[config.mk]
export PLATFORM = sky130hd
export DESIGN_NAME = pipe_stage_reg
export DESIGN_NICKNAME = d
export VERILOG_FILES = /design/src/rtl/pipe_stage_reg.sv
export SDC_FILE = /design/constraint.sdc
export NUM_CORES = 1
export LEC_CHECK = 0
export ABC_CLOCK_PERIOD_IN_PS = 2000
export BUFFER_PORTS_ARGS = -buffer_cell sky130_fd_sc_hd__buf_4
export CORE_MARGIN = 2
export CORE_UTILIZATION = 45
export DETAILED_ROUTE_END_ITERATION = 6
export GPL_ROUTABILITY_DRIVEN = 0
export PLACE_DENSITY = 0.69
export SLEW_MARGIN = 5
export SYNTH_ARGS = -nofsm -noshare
export SYNTH_HDL_FRONTEND = slang
export SYNTH_SLANG_ARGS = --single-unit
[constraint.sdc]
create_clock -name clk -period 2 [get_ports clk]
set_input_delay 0.4 -clock clk [delete_from_list [all_inputs] [get_ports clk]]
set_output_delay 0.4 -clock clk [all_outputs]
set_load 0.05 [all_outputs]
[src/rtl/pipe_stage_reg.sv]
// Elastic pipeline-stage register: control + data bundles with valid/ready,
// optional skid entry, flush-to-bubble and a saturating stall counter.
module pipe_stage_reg #(
  parameter int CTRL_W = 4,
  parameter int DATA_W = 96,
  parameter int SKID   = 1,
  parameter int CNT_W  = 16
) (
  input  logic              clk,
  input  logic              rst,
  input  logic              flush,
  input  logic              in_valid,
  output logic              in_ready,
  input  logic [CTRL_W-1:0] in_ctrl,
  input  logic [DATA_W-1:0] in_data,
  output logic              out_valid,
  input  logic              out_ready,
  output logic [CTRL_W-1:0] out_ctrl,
  output logic [DATA_W-1:0] out_data,
  output logic [CNT_W-1:0]  stall_cnt
);

  logic              m_valid;
  logic [CTRL_W-1:0] m_ctrl;
  logic [DATA_W-1:0] m_data;
  logic              s_valid;
  logic [CTRL_W-1:0] s_ctrl;
  logic [DATA_W-1:0] s_data;
  logic              space;
  logic              accept;
  logic              issue;

  // With a skid entry, readiness depends only on state, breaking the out_ready path.
  always_comb begin
    if (SKID != 0) space = ~s_valid;
    else           space = ~m_valid | out_ready;
  end

  assign in_ready  = rst | (~flush & space);
  assign accept    = in_valid & in_ready;
  assign issue     = m_valid & out_ready;

  assign out_valid = m_valid;
  assign out_ctrl  = m_valid ? m_ctrl : '0;
  assign out_data  = m_data;

  always_ff @(posedge clk) begin
    if (rst) begin
      m_valid <= 1'b0;
      m_ctrl  <= '0;
      m_data  <= '0;
      s_valid <= 1'b0;
      s_ctrl  <= '0;
      s_data  <= '0;
    end else if (flush) begin
      m_valid <= 1'b0;
      s_valid <= 1'b0;
      m_ctrl  <= '0;
    end else if (SKID != 0) begin
      // Oldest beat first: the skid entry refills the main entry before any new beat.
      if (issue && s_valid) begin
        m_ctrl  <= s_ctrl;
        m_data  <= s_data;
        s_valid <= 1'b0;
      end else if (accept && (!m_valid || issue)) begin
        m_valid <= 1'b1;
        m_ctrl  <= in_ctrl;
        m_data  <= in_data;
      end else if (accept) begin
        s_valid <= 1'b1;
        s_ctrl  <= in_ctrl;
        s_data  <= in_data;
      end else if (issue) begin
        m_valid <= 1'b0;
      end
    end else begin
      if (accept) begin
        m_valid <= 1'b1;
        m_ctrl  <= in_ctrl;
        m_data  <= in_data;
      end else if (issue) begin
        m_valid <= 1'b0;
      end
    end
  end

  always_ff @(posedge clk) begin
    if (rst) begin
      stall_cnt <= '0;
    end else if (in_valid && !in_ready && !flush && (stall_cnt != {CNT_W{1'b1}})) begin
      stall_cnt <= stall_cnt + CNT_W'(1);
    end
  end

endmodule

==> Word level (Yosys, flattened, before mapping) <==
Cells that the tools add are included.
{ "totals": {"wordCells": 43, "reg_bits": 218} }
{ "op_classes": {"reduce_logical": 17, "eq_ne": 2, "muxes": 8, "n_bitwise": 8, "n_addsub": 1} }
{ "ops": {"columns": ["op", "n"], "rows": [
  ["96-bit 2-to-1 mux", 2],
  ["16-bit by 1-bit adder with 16-bit output, second input constant", 1],
  ["16-bit inequality test, second input constant", 1],
  ["4-bit 2-to-1 mux", 3],
  ["1-bit logical AND", 5],
  ["1-bit inverter", 4],
  ["2-bit AND reduction", 2],
  ["4-bit AND reduction", 1],
  ["2-bit nonzero test", 2],
  ["1-bit AND", 3],
  ["1-bit zero test", 3],
  ["1-bit 2-to-1 mux", 3],
  ["3-bit AND reduction", 1],
  ["3-bit OR reduction", 1],
  ["2-bit by 1-bit inequality test with 1-bit output, second input constant", 1],
  ["2-bit OR reduction", 1],
  ["1-bit logical OR", 1],
  ["1-bit bitwise OR", 1]
]} }

==> Longest topological paths before layout <==
Gate-level depths: netlist of run 1.
{ "depth": {"ltp_word": 7, "depth_mapped": 7, "mapped_depth_nobuf": 5} }

==> Worst setup path before layout of run 1 <==
Ideal clock, no wire load.
{ "synth_timing": {"path_type": "flip-flop to flip-flop", "start": "register s_valid", "end": "register s_ctrl[0]", "arrival_time_ns": 2.173, "setup_time_ns": 0.070, "path_buffers": 3, "synth_period_minus_slack_ns": 2.243, "path_stages_with_launch": 8, "path_slack_ns": -0.243, "cell_sequence": "dfxtp_1 > clkbuf_1 > o21bai_1 > and4_1 > buf_2 > clkbuf_1 > nand2_1 > a21oi_1"} }
{ "synth_between": {"elab_chain_cells": 7} }
{ "synth_rtl": {"columns": ["item", "line_no", "source"], "rows": [
  ["from (decl)", "26", "logic s_valid;"],
  ["from (signal assigned)", "52", "s_valid <= 1'b0;"],
  ["from (signal assigned)", "57", "s_valid <= 1'b0;"],
  ["from (signal assigned)", "64", "s_valid <= 1'b0;"],
  ["1-bit inverter (*)", "35", "if (SKID != 0) space = ~s_valid;"],
  ["1-bit AND (*)", "39", "assign in_ready = rst | (~flush & space);"],
  ["1-bit bitwise OR (*)", "39", null],
  ["via in_ready", "13", "output logic in_ready,"],
  ["1-bit AND (*)", "40", "assign accept = in_valid & in_ready;"],
  ["1-bit logical AND", "65", "end else if (accept && (!m_valid || issue)) begin"],
  ["1-bit inverter (no source line)", null, null],
  ["4-bit AND reduction (no source line) (*)", null, null],
  ["to (signal assigned)", "71", "s_ctrl <= in_ctrl;"],
  ["to (decl)", "27", "logic [CTRL_W-1:0] s_ctrl;"]
]} }
The timed path passes the listed nets; every way through them passes the cells marked *.
A chain may end at the register's enable or synchronous reset.

==> Final worst setup path of run 1 <==
{ "layout_timing": {"start": "register s_valid", "end": "register m_data[20], in the netlist out_data[20]"} }
{ "layout_between": {"elab_chain_cells": 7} }
{ "layout_rtl": {"columns": ["item", "line_no", "source"], "rows": [
  ["1-bit inverter", "35", null],
  ["1-bit AND", "39", null],
  ["1-bit bitwise OR", "39", null],
  ["1-bit AND", "40", null],
  ["1-bit logical AND", "65", null],
  ["2-bit nonzero test (no source line)", null, null],
  ["2-bit AND reduction (no source line)", null, null],
  ["to (signal assigned)", "63", "m_data <= s_data;"],
  ["to (signal assigned)", "68", "m_data <= in_data;"],
  ["to (signal assigned)", "80", "m_data <= in_data;"],
  ["to (decl)", "25", "logic [DATA_W-1:0] m_data;"]
]} }
Parallel ways exist; a longest one is shown, timed or not.

==> flow_metrics.py, run 1 <==
metrics = {
    "floorplanning": {
        "start_util_pct": 45.7,
        "core_um2": 20200,
        "rows": 52,
        "die_x_um": 147,
        "die-area_um2": 21600,
        "pin_count": 223,
        "die_h_um": 147,
    },
    "clock_tree": {
        "cts-buffers-inserted": 24,
        "h-tree-depth": 1,
        "cts_tree": "done",
        "clkTransAtPathRegs_ns": 0.06,
        "postCtsResizedCells": 0,
        "cts_root_buf": "clkbuf_16",
        "clockBufferDepth": 3,
        "cts_setup_buffers": 0,
        "clock-sinks": 218,
        "clk_latency_ns": 0.50,
        "hold_buffers": 0,
    },
    "yosys": {
        "syn-instance-count": 994,
        "ys_seq_area_share_pct": 47.4,
        "synth_top_area_share_pct": 47.4,
        "avgSynthCellArea_um2": 9.27,
        "ys.warnings.count": 0,
        "async_flop_share_pct": 0,
        "synth_xor_area_share_pct": 0,
        "synth-compound-area-share_pct": 21.1,
        "synth_top_family_by_area": "compound AO/OA/AOI/OAI gates",
        "ys_types": 39,
        "synth_area_leader_cell": "dfxtp_1",
        "ys_ff_latch": 218,
        "synth-edff-count": 0,
        "synth_fp_nets": 1100,
        "syn_area_um2": 9220,
        "synth_flop_cell": "dfxtp_1",
        "synth_fa_ha_area_share_pct": 0.136,
        "synth_area_leaders": "dfxtp_1 (47%), a211oi_2 (12%), mux2i_1 (11%)",
        "synthSimpleGateAreaFrac_pct": 15.7,
        "synthMuxAreaShare_pct": 11.0,
    },
    "finish": {
        "drive_above_1_share_pct": 33.0,
        "n_fill_cell": 1775,
        "final_cell_mix": "buf_4 (247), dfxtp_1 (214), nand2_1 (205)",
        "area_growth_pct": 31.3,
        "diodes": 0,
        "final_net_count": 1302,
        "final_common_cell": "buf_4",
    },
    "sta": {
        "fin_setup_tns_ns": 0,
        "period_needed_ns": 1.92,
        "tightestPinTransition_ns": 0.671,
        "finalCritPeriodShare_pct": 96.1,
        "finalHoldViolations": 0,
        "rsz0062_at_grt": "true",
        "setup_viol": 0,
        "maxSlewViolCount": 0,
        "maxSlewHeadroom_pct": 55.3,
        "timing.hold.ws_ns": 0.135,
        "max_clock_freq_mhz": 520,
        "skew_ns": 0.0127,
    },
    "critical_path": {
        "cp.required_ns": 2.42,
        "startpoint_type": "flip-flop",
        "path_cells": "or3b_1, a211oi_4, buf_4, buf_4, nor2_1, a211oi_2",
        "cp.arrival_ns": 2.34,
        "crit_path_max_fanout": 12,
        "path_buf_inv": 2,
        "worstSetupPathType": "reg -> reg",
        "max_stage_delay_ns": 0.45,
        "r2r_cells": 6,
        "crit_cells": 6,
        "cpMostUsedCell": "buf_4",
        "endpoint_kind": "flip-flop",
        "critPathTopFamily": "simple AND/OR/NAND/NOR gates",
        "critPathSlowestCell": "or3b_1",
    },
    "routing": {
        "first_pass_iters": 4,
        "via_per_inst": 5.16,
        "via_count": 7664,
        "ant_nets": 0,
        "drt-total-wl_um": 22600,
        "drc": 0,
        "drt_iter0_markers": 277,
        "wire_per_inst_um": 15.2,
    },
    "power": {
        "irDropWorstVdd_mv": 0.723,
        "p_per_area_nw_per_um2": 896,
        "leakage_nw": 5.26,
    },
    "grt": {
        "grt_max_degree": 121,
        "grt_use_total_pct": 20.3,
        "grt_pass1_vias": 7370,
        "grt_pass1_wl_um": 36900,
        "grt-ovfl-total": 0,
        "grt_antenna_before_repair": 0,
    },
    "worst_hold_path": {
        "hold_depth": 2,
        "hold_path_class": "in -> reg",
    },
    "placed_design": {
        "io_buffers": 222,
        "dp_hpwl_um": 14800,
    },
    "job": {
        "cap_violations": 0,
    },
    "outcome": {
        "status": "complete, no violations",
    },
}
## layout make-up
class                           instances  area, um^2  area share [%]
Clock inverter                         10         131            1.09
Sequential cell                       218        4370            36.1
Timing Repair Buffer                  259        2090            17.3
Clock buffer                           34         719            5.95
Tap cell                              270         338            2.79
Multi-Input combinational cell        690        4440            36.7
Inverter                                3        11.3          0.0931
## Yosys cell counts (4+ instances only)
library cell,count
mux2i_1,100
o41ai_1,4
a211oi_2,89
clkbuf_1,53
buf_4,10
nand3_1,7
o311ai_0,5
and2_1,4
or3_1,5
o21ai_0,7
dfxtp_1,218
nor2_1,103
nand4_1,6
a21oi_1,112
nand2_1,205
buf_6,9
a211oi_1,13
buf_2,9
## logic make-up after synthesis
family | after synthesis
adder cells (fa/ha/maj) | 1
buffers and inverters | 86
AO/OA/AOI/OAI | 236
multiplexers | 101
flip-flops | 218
AND/OR/NAND/NOR | 352
## layer usage
layer  routed length [um]  track usage, %
met1                10100            26.9
met2                10400            33.1
met3                 1610            5.47
met4                  468            4.71
met5                    0               0
## worst reg2reg max path, delay by kind of cell, from the launching register on
family	cells	cell delay, ns
buffers and inverters	2	0.51
AOI/OAI and AO/OA	2	0.45
DFF	1	0.35
and+or+nand+nor	2	0.53
## flip-flops by register name, indices dropped and copies added, names as in the netlist
name / flops
out_valid: 1
s_valid: 1
s_ctrl: 4
s_data: 96
out_data: 96
m_ctrl: 4
stall_cnt: 16
## path summary, 6_finish.rpt
check	startpoint	end	slack, ns
setup / recovery	s_valid	out_data[20]	0.08
hold / removal	out_ready	s_valid	0.14
setup reg to reg	s_valid	out_data[20]	0.08
hold reg to reg	s_data[37]	s_data[37]	0.45
## power breakdown
group	switching, mW	internal [mW]
clock	1.75	2.89
combinational	1.02	0.570
sequential	0.0980	4.51
## through the flow
stage | power [mW] | cell area [um^2] | instances | util (%) | worst slack (ns)
after global placement | 6.28 | 11200 | 1440 | 55.8 | 0.0167
after CTS | 11.0 | 12100 | 1484 | 60.0 | 0.0641
after global routing | 11.3 | 12100 | 1484 | 60.0 | -0.0312
final | 10.8 | 12100 | 1484 | 60.0 | 0.0771
after floorplan | 5.73 | 9220 | 994 | - | 0.00101
after detailed placement | 6.30 | 11200 | 1440 | 55.8 | -0.0337
(Power assumes the default switching activity.)
==> run 2: changes to the inputs <==
- ABC_CLOCK_PERIOD_IN_PS: 2000 -> 1650
- PLACE_DENSITY: 0.69 -> 0.72
- clock period: 2 -> 1.65 ns (I/O delays scaled with it)
==> run 2 against run 1 <==
The run now ends with negative setup slack left. Final area is 12% higher. Core utilization increased by 7.0 points. First-iteration DRC count grew 39%. Clock skew up 0.017 ns. Sequential power grew 22%. Combinational power grew 40%. Global-route usage is 0.39 points higher. Largest cell class unchanged. Power increased by 26%.
==> flow_metrics.py, run 2 (same netlist as run 1, synthesis figures left out) <==
metrics = {
    "routing": {
        "via_count": 8108,
        "drt_iter0_markers": 385,
        "via_per_inst": 5.26,
        "ant_nets": 0,
        "drt-total-wl_um": 26300,
        "wire_per_inst_um": 17.1,
        "first_pass_iters": 5,
        "drc": 0,
    },
    "critical_path": {
        "cpMostUsedCell": "buf_12",
        "startpoint_type": "flip-flop",
        "cp.arrival_ns": 2.21,
        "critPathTopFamily": "buffers and inverters",
        "cp.required_ns": 2.07,
        "path_buf_inv": 3,
        "crit_cells": 7,
        "r2r_cells": 7,
        "critPathSlowestCell": "or3b_4",
        "worstSetupPathType": "reg -> reg",
        "path_cells": "or3b_4, a211oi_4, buf_6, buf_12, buf_12, nor2_1, a211oi_2",
        "endpoint_kind": "flip-flop",
        "crit_path_max_fanout": 10,
        "max_stage_delay_ns": 0.39,
    },
    "sta": {
        "finalWorstSetupSlack_ns": -0.135,
        "skew_ns": 0.0301,
        "setup_viol": 97,
        "maxSlewViolCount": 0,
        "finalCritPeriodShare_pct": 108,
        "tightestPinTransition_ns": 0.784,
        "period_needed_ns": 1.79,
        "max_clock_freq_mhz": 560,
        "maxSlewHeadroom_pct": 47.7,
        "rsz0062_at_grt": "true",
        "finalHoldViolations": 0,
    },
    "finish": {
        "register_area_um2": 4410,
        "multiInputGateArea_um2": 4840,
        "final_area_um2": 13500,
        "final_common_cell": "buf_4",
        "area_growth_pct": 46.5,
        "final_net_count": 1359,
        "n_fill_cell": 1589,
        "final_cell_mix": "buf_4 (258), nand2_1 (204), dfxtp_1 (200)",
        "drive_above_1_share_pct": 42.5,
        "diodes": 0,
    },
    "clock_tree": {
        "clk_latency_ns": 0.53,
        "h-tree-depth": 1,
        "clkTransAtPathRegs_ns": 0.06,
        "clockBufferDepth": 3,
        "cts_root_buf": "clkbuf_16",
        "cts-buffers-inserted": 24,
        "clock-sinks": 218,
        "cts_tree": "done",
    },
    "placed_design": {
        "io_buffers": 222,
        "dp_slack_ns": -0.282,
        "dp_hpwl_um": 15500,
        "placed_area_um2": 11500,
    },
    "grt": {
        "grt_use_total_pct": 20.7,
        "grt_pass1_vias": 7532,
        "grt_antenna_before_repair": 0,
        "grt_max_degree": 141,
        "grt-ovfl-total": 0,
        "grt_pass1_wl_um": 37600,
    },
    "outcome": {
        "status": "finished, violations left",
        "violations": "negative setup slack",
    },
    "power": {
        "leakage_nw": 5.83,
        "irDropWorstVdd_mv": 1.05,
        "p_per_area_nw_per_um2": 1010,
    },
    "floorplanning": {
        "die_x_um": 147,
        "rows": 52,
        "pin_count": 223,
        "die-area_um2": 21600,
        "start_util_pct": 45.7,
        "die_h_um": 147,
        "core_um2": 20200,
    },
    "job": {
        "cap_violations": 0,
    },
    "worst_hold_path": {
        "hold_path_class": "in -> reg",
        "hold_depth": 2,
    },
}
-- run 2: cell count changes in the layout (fill, tap and decap cells not counted), moves of 5 or more --
| cell | previous run | this run |
|---|---|---|
| buf_12 | 11 | 16 |
| nor2_2 | 0 | 17 |
| clkbuf_16 | 25 | 42 |
| nor2_1 | 103 | 64 |
| a21oi_2 | 0 | 5 |
| buf_6 | 0 | 14 |
| dfxtp_1 | 214 | 200 |
| dfxtp_4 | 0 | 11 |
| nor2_4 | 0 | 22 |
| a21oi_1 | 112 | 107 |
| buf_4 | 247 | 258 |
| buf_8 | 0 | 6 |
-- run 2: path summary, 6_finish.rpt --
kind | startpoint | slack, ns | to
worst max register to register | s_valid | -0.14 | out_data[12]
worst min-delay path | out_ready | 0.04 | s_valid
worst max-delay path | s_valid | -0.14 | out_data[12]
worst min register to register | s_data[49] | 0.45 | s_data[49]
-- run 2: layout make-up --
cell class,count,area share (%)
flip-flops and latches,218,32.7
clock buffers,36,5.69
well taps,270,2.50
multi-input cells,690,35.8
inverters,3,0.0834
repair buffers,316,22.3
clock inverters,8,0.899
-- run 2: metal layers --
layer  share of wire [%]  wire [um]  GRT usage, %
met1                  44      11500          27.5
met2                  47      12400          33.9
met3                 6.6       1730          5.12
met4                 2.6        678          4.95
met5                   0          0             0
-- run 2: what timing repair did --
item	in CTS	in global routing
hold buffers	0	0
pin swaps	9	24
endpoints found under the setup margin	107	217
buffers inserted	4	15
gates resized for setup	35	91
gates cloned	0	21
-- run 2: stage by stage --
step	total power, mW	cells	hold WS [ns]	setup TNS (ns)	util [%]
floorplan	6.94	994	0.430	-4.51	-
global placement	7.60	1458	0.440	-18.86	57.2
detailed placement	7.63	1458	0.446	-21.90	57.2
CTS	13.5	1506	0.0211	-9.37	62.3
global route	14.1	1541	0.0491	-14.46	66.9
finish	13.7	1541	0.0408	-8.90	66.9
-- run 2: power by group --
| part | total (mW) | switching, mW | leakage (nW) | internal (mW) |
|---|---|---|---|---|
| clock network | 5.89 | 2.20 | 0.444 | 3.69 |
| registers | 5.59 | 0.143 | 1.79 | 5.44 |
| logic | 2.22 | 1.34 | 3.60 | 0.876 |
| total | 13.7 | 3.69 | 5.83 | 10.0 |
==> run 3: changes to the inputs <==
- SETUP_SLACK_MARGIN: default -> 0.3
==> run 3 against run 2 <==
Final cell count increased by 3.2%. Largest power group unchanged. The run still ends with negative setup slack left. Final area increased by 14%. Core utilization increased by 9.3 points. First-iteration DRC count increased by 14%. Flip-flop and latch count unchanged. Die area unchanged. Sequential power about the same. Non-clock buffer count increased by 50. Routed wire length increased by 18%. Sequential share of layout area decreased by 3.9 points. Critical path depth unchanged. Clock-buffer cell count unchanged.
==> flow_metrics.py, run 3 (same netlist as run 1, synthesis figures left out) <==
metrics = {
    "outcome": {
        "status": "finished, violations left",
        "violations": "negative setup slack",
    },
    "power": {
        "comb_power_share_pct": 17.6,
        "switchingPower_mw": 3.73,
        "p_int_mw": 9.82,
        "power_mw": 13.5,
        "pwr-share-clk_pct": 41.3,
        "pwr-share-seq_pct": 41.1,
        "p_per_area_nw_per_um2": 880,
        "irDropWorstVdd_mv": 0.662,
        "leakage_nw": 6.68,
        "power_switching_share_pct": 27.5,
    },
    "floorplanning": {
        "start_util_pct": 45.7,
        "die_h_um": 147,
        "core_um2": 20200,
        "pin_count": 223,
        "die_x_um": 147,
        "rows": 52,
        "die-area_um2": 21600,
    },
    "clock_tree": {
        "hold_buffers": 0,
        "cts-buffers-inserted": 24,
        "cts_root_buf": "clkbuf_16",
        "clkTransAtPathRegs_ns": 0.06,
        "clk_latency_ns": 0.50,
        "clockBufferDepth": 3,
        "cts_tree": "done",
        "h-tree-depth": 1,
        "clock-sinks": 218,
    },
    "finish": {
        "final_net_count": 1409,
        "final_common_cell": "buf_4",
        "final_cell_mix": "buf_4 (259), dfxtp_1 (200), nand2_4 (103)",
        "instances_no_fill": 1591,
        "area_growth_pct": 67.0,
        "n_fill_cell": 1306,
        "diodes": 0,
        "register_area_um2": 4430,
        "drive_above_1_share_pct": 56.7,
        "multiInputGateArea_um2": 5810,
    },
    "routing": {
        "ant_nets": 0,
        "wl_met3_um": 1860,
        "wl_met1_um": 13200,
        "top_layer": "met4",
        "first_pass_iters": 4,
        "via_count": 8687,
        "drt-total-wl_um": 30900,
        "drc": 0,
        "met2_length_um": 15400,
        "drt_iter0_markers": 439,
        "wire_per_inst_um": 19.4,
        "via_per_inst": 5.46,
    },
    "placed_design": {
        "io_buffers": 222,
        "dp_hpwl_um": 15200,
        "dp.cells": 1454,
        "dp_slack_ns": -0.309,
    },
    "sta": {
        "max_clock_freq_mhz": 552,
        "rsz0062_at_grt": "true",
        "setup_viol": 97,
        "maxSlewViolCount": 0,
        "finalHoldViolations": 0,
        "finalCritPeriodShare_pct": 110,
        "timing.hold.ws_ns": 0.0842,
        "fin_setup_tns_ns": -10.20,
        "finalWorstSetupSlack_ns": -0.162,
        "maxSlewHeadroom_pct": 50.4,
        "period_needed_ns": 1.81,
        "tightestPinTransition_ns": 0.744,
        "skew_ns": 0.0158,
    },
    "grt": {
        "grt_antenna_before_repair": 0,
        "grt_use_total_pct": 22.4,
        "grt_pass1_vias": 7796,
        "grt_max_degree": 113,
        "grt_pass1_wl_um": 40000,
        "grt-ovfl-total": 0,
    },
    "worst_hold_path": {
        "hold_start": "in_data[79]",
        "hold_path_class": "in -> reg",
    },
    "critical_path": {
        "cp.required_ns": 2.00,
        "endpoint_kind": "flip-flop",
        "startpoint": "s_valid",
        "startpoint_type": "flip-flop",
        "cp.arrival_ns": 2.16,
        "crit_path_max_fanout": 8,
        "worstSetupPathType": "reg -> reg",
        "r2r_start": "s_valid",
    },
    "job": {
        "cap_violations": 0,
    },
}
[run 3: changes by cell type in the layout (fill, tap and decap cells not counted), moves of 9 or more]
cell,change
a21oi_2,+70
nand2_4,+103
nor2_4,-17
nor2_1,+30
nor2_2,-13
buf_8,+9
buf_6,+13
nand2_1,-118
nand2_2,+15
buf_12,+16
a21oi_1,-70
[run 3: timing repair]
action | CTS | global route
pin swaps | 9 | 182
endpoints found under the setup margin | 334 | 334
gates cloned | 11 | 26
buffers inserted | 31 | 25
resized for setup | 77 | 362
[run 3: per-layer routing]
metal / vias up / track usage (%)
met5: - / 0
met4: 0 / 4.42
met3: 44 / 4.97
met2: 244 / 37.8
met1: 4282 / 29.7
li1: 4117 / -
[run 3: power by group through the flow]
stage	Clock [mW]	Sequential (mW)	Combinational, mW
6_report	5.60	5.56	2.38
5_1_grt	5.89	5.58	2.49
2_1_floorplan	0	6.25	0.688
3_5_place_dp	0	5.66	1.94
3_3_place_gp	0	5.66	1.91
4_1_cts	5.66	5.55	2.14
[run 3: final timing paths]
path	end	slack, ns	cells past startpoint
max	out_data[87]	-0.16	7
min reg2reg	s_data[30]	0.45	2
min	s_data[79]	0.08	3
max reg2reg	out_data[87]	-0.16	7
[run 3: area by class of cell]
type | count | share of cell area [%]
inverters | 3 | 0.0732
flip-flops and latches | 218 | 28.8
clock buffers | 36 | 4.81
multi-input cells | 690 | 37.8
clock inverters | 8 | 0.675
well taps | 270 | 2.20
repair buffers | 366 | 25.7
[run 3: metrics by stage]
| step | utilization [%] | instance area (um^2) |
|---|---|---|
| 2_1_floorplan | - | 9530 |
| 3_3_place_gp | 57.1 | 11500 |
| 3_5_place_dp | 57.1 | 11500 |
| 4_1_cts | 65.5 | 13200 |
| 5_1_grt | 76.3 | 15400 |
| 6_report | 76.3 | 15400 |
[run 3: critical path, stage by stage, from the launching register on]
cell and delay (ns):
dfxtp_2 0.33, or3b_4 0.39, a211oi_4 0.26, buf_4 0.20, buf_12 0.14, buf_12 0.12, clkbuf_16 0.16, a211oi_2 0.07
